<file path="src/rtl/button_conditioner_pkg.sv">
// button_conditioner_pkg: shared state encoding, default debounce length and button indices.
package button_conditioner_pkg;
  typedef enum logic [1:0] {
    RELEASED    = 2'd0,
    PRESS_CHK   = 2'd1,
    PRESSED     = 2'd2,
    RELEASE_CHK = 2'd3
  } state_t;
  localparam int DEFAULT_DEBOUNCE_CYCLES = 1_000_000;
  localparam int BTN_DATO1 = 0;
  localparam int BTN_DATO2 = 1;
  localparam int BTN_CODE  = 2;
endpackage

</file>
<file path="src/rtl/button_conditioner_debounce_cell.sv">
// debounce_cell: two-flop synchronizer plus debounce FSM for one button.
module debounce_cell
  import button_conditioner_pkg::*;
#(
  parameter int DEBOUNCE_CYCLES = DEFAULT_DEBOUNCE_CYCLES,
  parameter int NB_CNT          = 20
) (
  input  logic clk,
  input  logic rst_n,
  input  logic din,
  output logic level,
  output logic press_accept
);
  localparam logic [NB_CNT:0] D_LIM = (NB_CNT+1)'(DEBOUNCE_CYCLES);
  logic              sync1_q, sync2_q, level_q, level_d;
  state_t            state_q, state_d;
  logic [NB_CNT-1:0] cnt_q, cnt_d;
  logic [NB_CNT:0]   cnt_inc;
  logic              done;
  assign cnt_inc = {1'b0, cnt_q} + 1'b1;
  assign done    = cnt_inc >= D_LIM;
  always_comb begin
    state_d      = state_q;
    cnt_d        = cnt_q;
    press_accept = 1'b0;
    case (state_q)
      RELEASED: if (sync2_q) begin
        state_d = PRESS_CHK;
        cnt_d   = NB_CNT'(1);
      end
      PRESS_CHK: if (!sync2_q) begin
        state_d = RELEASED;
        cnt_d   = '0;
      end else if (done) begin
        state_d      = PRESSED;
        cnt_d        = '0;
        press_accept = 1'b1;
      end else cnt_d = cnt_inc[NB_CNT-1:0];
      PRESSED: if (!sync2_q) begin
        state_d = RELEASE_CHK;
        cnt_d   = NB_CNT'(1);
      end
      default: if (sync2_q) begin
        state_d = PRESSED;
        cnt_d   = '0;
      end else if (done) begin
        state_d = RELEASED;
        cnt_d   = '0;
      end else cnt_d = cnt_inc[NB_CNT-1:0];
    endcase
    level_d = (state_d == PRESSED) || (state_d == RELEASE_CHK);
  end
  always_ff @(posedge clk or negedge rst_n) begin
    if (!rst_n) begin
      sync1_q <= 1'b0;
      sync2_q <= 1'b0;
      state_q <= RELEASED;
      cnt_q   <= '0;
      level_q <= 1'b0;
    end else begin
      sync1_q <= din;
      sync2_q <= sync1_q;
      state_q <= state_d;
      cnt_q   <= cnt_d;
      level_q <= level_d;
    end
  end
  assign level = level_q;
endmodule

</file>
<file path="src/rtl/button_conditioner.sv">
// button_conditioner: synchronizes switches, debounces buttons and emits one strobe per accepted press.
module button_conditioner
  import button_conditioner_pkg::*;
#(
  parameter int NB_IN           = 8,
  parameter int NB_BTN          = 3,
  parameter int DEBOUNCE_CYCLES = DEFAULT_DEBOUNCE_CYCLES,
  parameter int NB_CNT          = 20
) (
  input  logic              clk,
  input  logic              rst_n,
  input  logic [NB_BTN-1:0] btn_in,
  input  logic [NB_IN-1:0]  switch_in,
  output logic [NB_BTN-1:0] btn_pulse,
  output logic [NB_BTN-1:0] btn_level,
  output logic [NB_IN-1:0]  switch_out,
  output logic              multi_err
);
  logic [NB_IN-1:0]  sw1_q, sw2_q;
  logic [NB_BTN-1:0] accept, pulse_q, pulse_d;
  logic              multi_q, multi_d;
  for (genvar i = 0; i < NB_BTN; i++) begin : g_btn
    debounce_cell #(
      .DEBOUNCE_CYCLES(DEBOUNCE_CYCLES),
      .NB_CNT         (NB_CNT)
    ) u_cell (
      .clk         (clk),
      .rst_n       (rst_n),
      .din         (btn_in[i]),
      .level       (btn_level[i]),
      .press_accept(accept[i])
    );
  end
  // Simultaneous presses are ambiguous to the loader, so they are flagged instead of strobed.
  always_comb begin
    pulse_d = ($countones(accept) == 1) ? accept : '0;
    multi_d = $countones(accept) > 1;
  end
  always_ff @(posedge clk or negedge rst_n) begin
    if (!rst_n) begin
      sw1_q   <= '0;
      sw2_q   <= '0;
      pulse_q <= '0;
      multi_q <= 1'b0;
    end else begin
      sw1_q   <= switch_in;
      sw2_q   <= sw1_q;
      pulse_q <= pulse_d;
      multi_q <= multi_d;
    end
  end
  assign btn_pulse  = pulse_q;
  assign multi_err  = multi_q;
  assign switch_out = sw2_q;
endmodule
</file>
<file path="config.mk">
export PLATFORM = sky130hd
export DESIGN_NAME = button_conditioner
export DESIGN_NICKNAME = d
export VERILOG_FILES = /design/src/rtl/button_conditioner_pkg.sv /design/src/rtl/button_conditioner_debounce_cell.sv /design/src/rtl/button_conditioner.sv
export SDC_FILE = /design/constraint.sdc
export NUM_CORES = 1
export LEC_CHECK = 0
export ABC_AREA = 1
export BUFFER_PORTS_ARGS = -buffer_cell sky130_fd_sc_hd__clkbuf_2
export CAP_MARGIN = 20
export CORE_ASPECT_RATIO = 2
export CORE_MARGIN = 2
export CORE_UTILIZATION = 62
export DETAILED_ROUTE_END_ITERATION = 8
export MAX_ROUTING_LAYER = met4
export PLACE_DENSITY = 0.86
export SLEW_MARGIN = 20
export SYNTH_ARGS = -nofsm -noshare
export SYNTH_HDL_FRONTEND = slang
export SYNTH_SLANG_ARGS = --single-unit
</file>
<file path="constraint.sdc">
create_clock -name clk -period 4.1 [get_ports clk]
set_clock_uncertainty 0.1 [all_clocks]
set_input_delay 0.82 -clock clk [delete_from_list [all_inputs] [get_ports clk]]
set_output_delay 0.82 -clock clk [all_outputs]
set_load 0.03 [all_outputs]
</file>
==> flow_metrics.env <==
export IMPL_grt_overflow_total=0
export IMPL_reg2regPathDepth=15
export IMPL_start_util_pct=63.1
export IMPL_synthCells=734
export IMPL_syn_avg_cell_area_um2=7.33
export IMPL_place_ws_ps=1120
export IMPL_ant_nets=0
export IMPL_wl_um=13200
export IMPL_worstSetupPathType="reg -> reg"
export IMPL_area_delta_synth_final_pct=10.1
export IMPL_rows=48
export IMPL_root_buffer="clkbuf_16"
export IMPL_num_vias=5025
export IMPL_hold_path_class="reg -> reg"
export IMPL_peakVddDrop_v=0.000260
export IMPL_cp_start_kind="flip-flop"
export IMPL_grt_antenna_before_repair=0
export IMPL_post_route_cell_area_um2=5920
export IMPL_power_density_nw_per_um2=344
export IMPL_holdPathStages=0
export IMPL_finalCritPeriodShare_pct=73.5
export IMPL_grt_max_degree=85
export IMPL_cts_tree="yes"
export IMPL_post_dp_hpwl_um=9600
export IMPL_cts_resized=0
export IMPL_synth_nets=751
export IMPL_io_pins=28
export IMPL_htreeDepth=3
export IMPL_worst_pin_slew_ps=830
export IMPL_via_per_inst=5.80
export IMPL_final_setup_tns_ps=0
export IMPL_cp_end_kind="flip-flop"
export IMPL_fin_ws_ps=1090
export IMPL_drc=0
export IMPL_fillers=693
export IMPL_clock_sinks=95
export IMPL_wl_per_cell_um=15.3
export IMPL_cp_max_fo=5
export IMPL_required_ps=4280
export IMPL_hold_buffers=0
export IMPL_post_cts_buffers=0
export IMPL_final_cells=866
export IMPL_max_freq_mhz=332
export IMPL_final_layout_size_suffix_gt1_share_pct=11.5
export IMPL_maxCapViolCount=0
export IMPL_clockBufferDepth=2
export IMPL_drt_iter0_drc=373
export IMPL_syn_cell_area_um2=5380
export IMPL_synth_seq_area_share_pct=44.2
export IMPL_die_h_um=136
export IMPL_cts_buffers=9
export IMPL_dp_cells=850
export IMPL_status="complete, no violations"
export IMPL_max_slew_margin_pct=44.6
export IMPL_yosysUniqueCellTypes=31
export IMPL_die_x_um=69.9
export IMPL_power_leakage_nw=2.68
export IMPL_dieArea_um2=9480
export IMPL_final_max_slew_viol_count=0
export IMPL_dr_pass1_iters=5
export IMPL_io_buffers=27
export IMPL_antenna_cells=0
export IMPL_rsz0062_at_grt="no"
export IMPL_min_period_ps=3010
export IMPL_clkLatencyLatePin_ps=350
export IMPL_grt_pass1_vias=5009
export IMPL_hold_viol=0
export IMPL_setup_violations=0
export IMPL_gp_congestion=0.994
export IMPL_arrival_ps=3190
export IMPL_yosys_warnings=0
export IMPL_nets=778
export IMPL_ys_seq_elements=95
export IMPL_coreArea_um2=8530
export IMPL_grt_pass1_wl_um=21900
export IMPL_gr_usage_all_layers_pct=29.9
export IMPL_totalPowerFinal_w=0.00204
export IMPL_path_clk_slew_ps=70
export IMPL_place_area_um2=5570
[placed cells by master, fill, tap and decap left out, types with 6 or more instances in the layout]
| cell | n |
|---|---|
| inv_1 | 82 |
| clkbuf_2 | 26 |
| nor2_2 | 14 |
| nor2_1 | 73 |
| o21ai_0 | 8 |
| nand3_1 | 68 |
| o21ai_1 | 6 |
| nand3_2 | 7 |
| o22ai_1 | 48 |
| nand2_2 | 6 |
| nor3_1 | 7 |
| dfrtp_1 | 95 |
| nand2_1 | 249 |
| nand4_1 | 14 |
| clkbuf_16 | 9 |
| xor2_1 | 11 |
[cells in the mapped netlist, drive strengths merged]
cell type	instances	share of area, %
clkbuf	6	0.42
nand4	14	1.6
nand3	76	8.0
o21ai	16	1.6
fa	1	0.37
o22ai	48	5.6
inv	85	5.9
or2	3	0.35
nand2	255	18
nor3	7	0.65
o211ai	1	0.14
nand3b	3	0.42
buf	9	1.4
nor2	92	7.8
xor2	11	1.8
a21boi	3	0.42
nor4	1	0.12
dfrtp	95	44
a21oi	5	0.47
ha	3	0.70
[routing by layer]
metal  track usage, %  wire length (µm)  share of wire (%)
met1             28.9              4660                 35
met2             55.6              7520                 57
met3             4.24               452                3.4
met4             16.7               588                4.4
met5                -                 0                  0
[metrics by stage]
| stage | utilization (%) | hold WS (ps) |
|---|---|---|
| 6_report | 69.5 | 248 |
| 5_1_grt | 69.5 | 259 |
| 4_1_cts | 69.4 | 250 |
| 3_5_place_dp | 65.4 | 235 |
| 3_3_place_gp | 65.4 | 232 |
| 2_1_floorplan | - | 231 |
[worst max-delay path, stage by stage (launching register included)]
cell and delay [ps]:
dfrtp_1 420, ha_1 220, nand3_2 150, inv_1 120, nand2_1 80, nor2_1 240
nand3b_1 120, nand2_1 110, nand3_1 100, nor2_1 140, nor2_2 60, nand2_2 90
nand3_1 110, fa_1 450, or2_2 330, nor2_1 110
[sequential cells by signal, summed over array words and instances, names as in the netlist]
register              count
switch_out                8
g_btn.u_cell.state_q      6
btn_pulse                 3
sw1_q                     8
g_btn.u_cell.sync2_q      3
g_btn.u_cell.level        3
g_btn.u_cell.sync1_q      3
multi_err                 1
g_btn.u_cell.cnt_q       60
[power breakdown]
group	internal, W	switching, W	leakage [nW]	total, W
clock	0.000598	0.000372	0.170	0.000970
sequential	0.000959	0.0000197	1.26	0.000979
combinational	0.0000238	0.0000678	1.25	0.0000916
[cell families after synthesis]
kind of cell | count (synthesis) | synth area share, %
buf+inv | 100 | 7.77
simple gates | 451 | 37.0
fa+ha+maj | 4 | 1.07
compound gates | 73 | 8.23
xor+xnor | 11 | 1.79
flops | 95 | 44.2
[path summary, 6_finish.rpt]
| kind | end | from | slack [ps] |
|---|---|---|---|
| max | btn_pulse[2]$_DFF_PN0_ | g_btn[0].u_cell.cnt_q[0]$_DFFE_PN0P_ | 1090 |
| min | switch_out[5]$_DFF_PN0_ | sw1_q[5]$_DFF_PN0_ | 250 |
| max reg2reg | btn_pulse[2]$_DFF_PN0_ | g_btn[0].u_cell.cnt_q[0]$_DFFE_PN0P_ | 1090 |
| min reg2reg | switch_out[5]$_DFF_PN0_ | sw1_q[5]$_DFF_PN0_ | 250 |
| max in group asynchronous | g_btn[1].u_cell.cnt_q[1]$_DFFE_PN0P_ | rst_n | 2760 |
| min in group asynchronous | g_btn[1].u_cell.cnt_q[12]$_DFFE_PN0P_ | rst_n | 370 |
[layout make-up]
cell class	count	area (µm²)	share of cell area, %
clock buffers	9	225	3.80
repair buffers	31	171	2.89
well taps	100	125	2.11
clock inverters	7	121	2.05
flip-flops and latches	95	2380	40.1
multi-input cells	539	2580	43.6
inverters	85	319	5.39
Power figures use the tool's default switching activity.
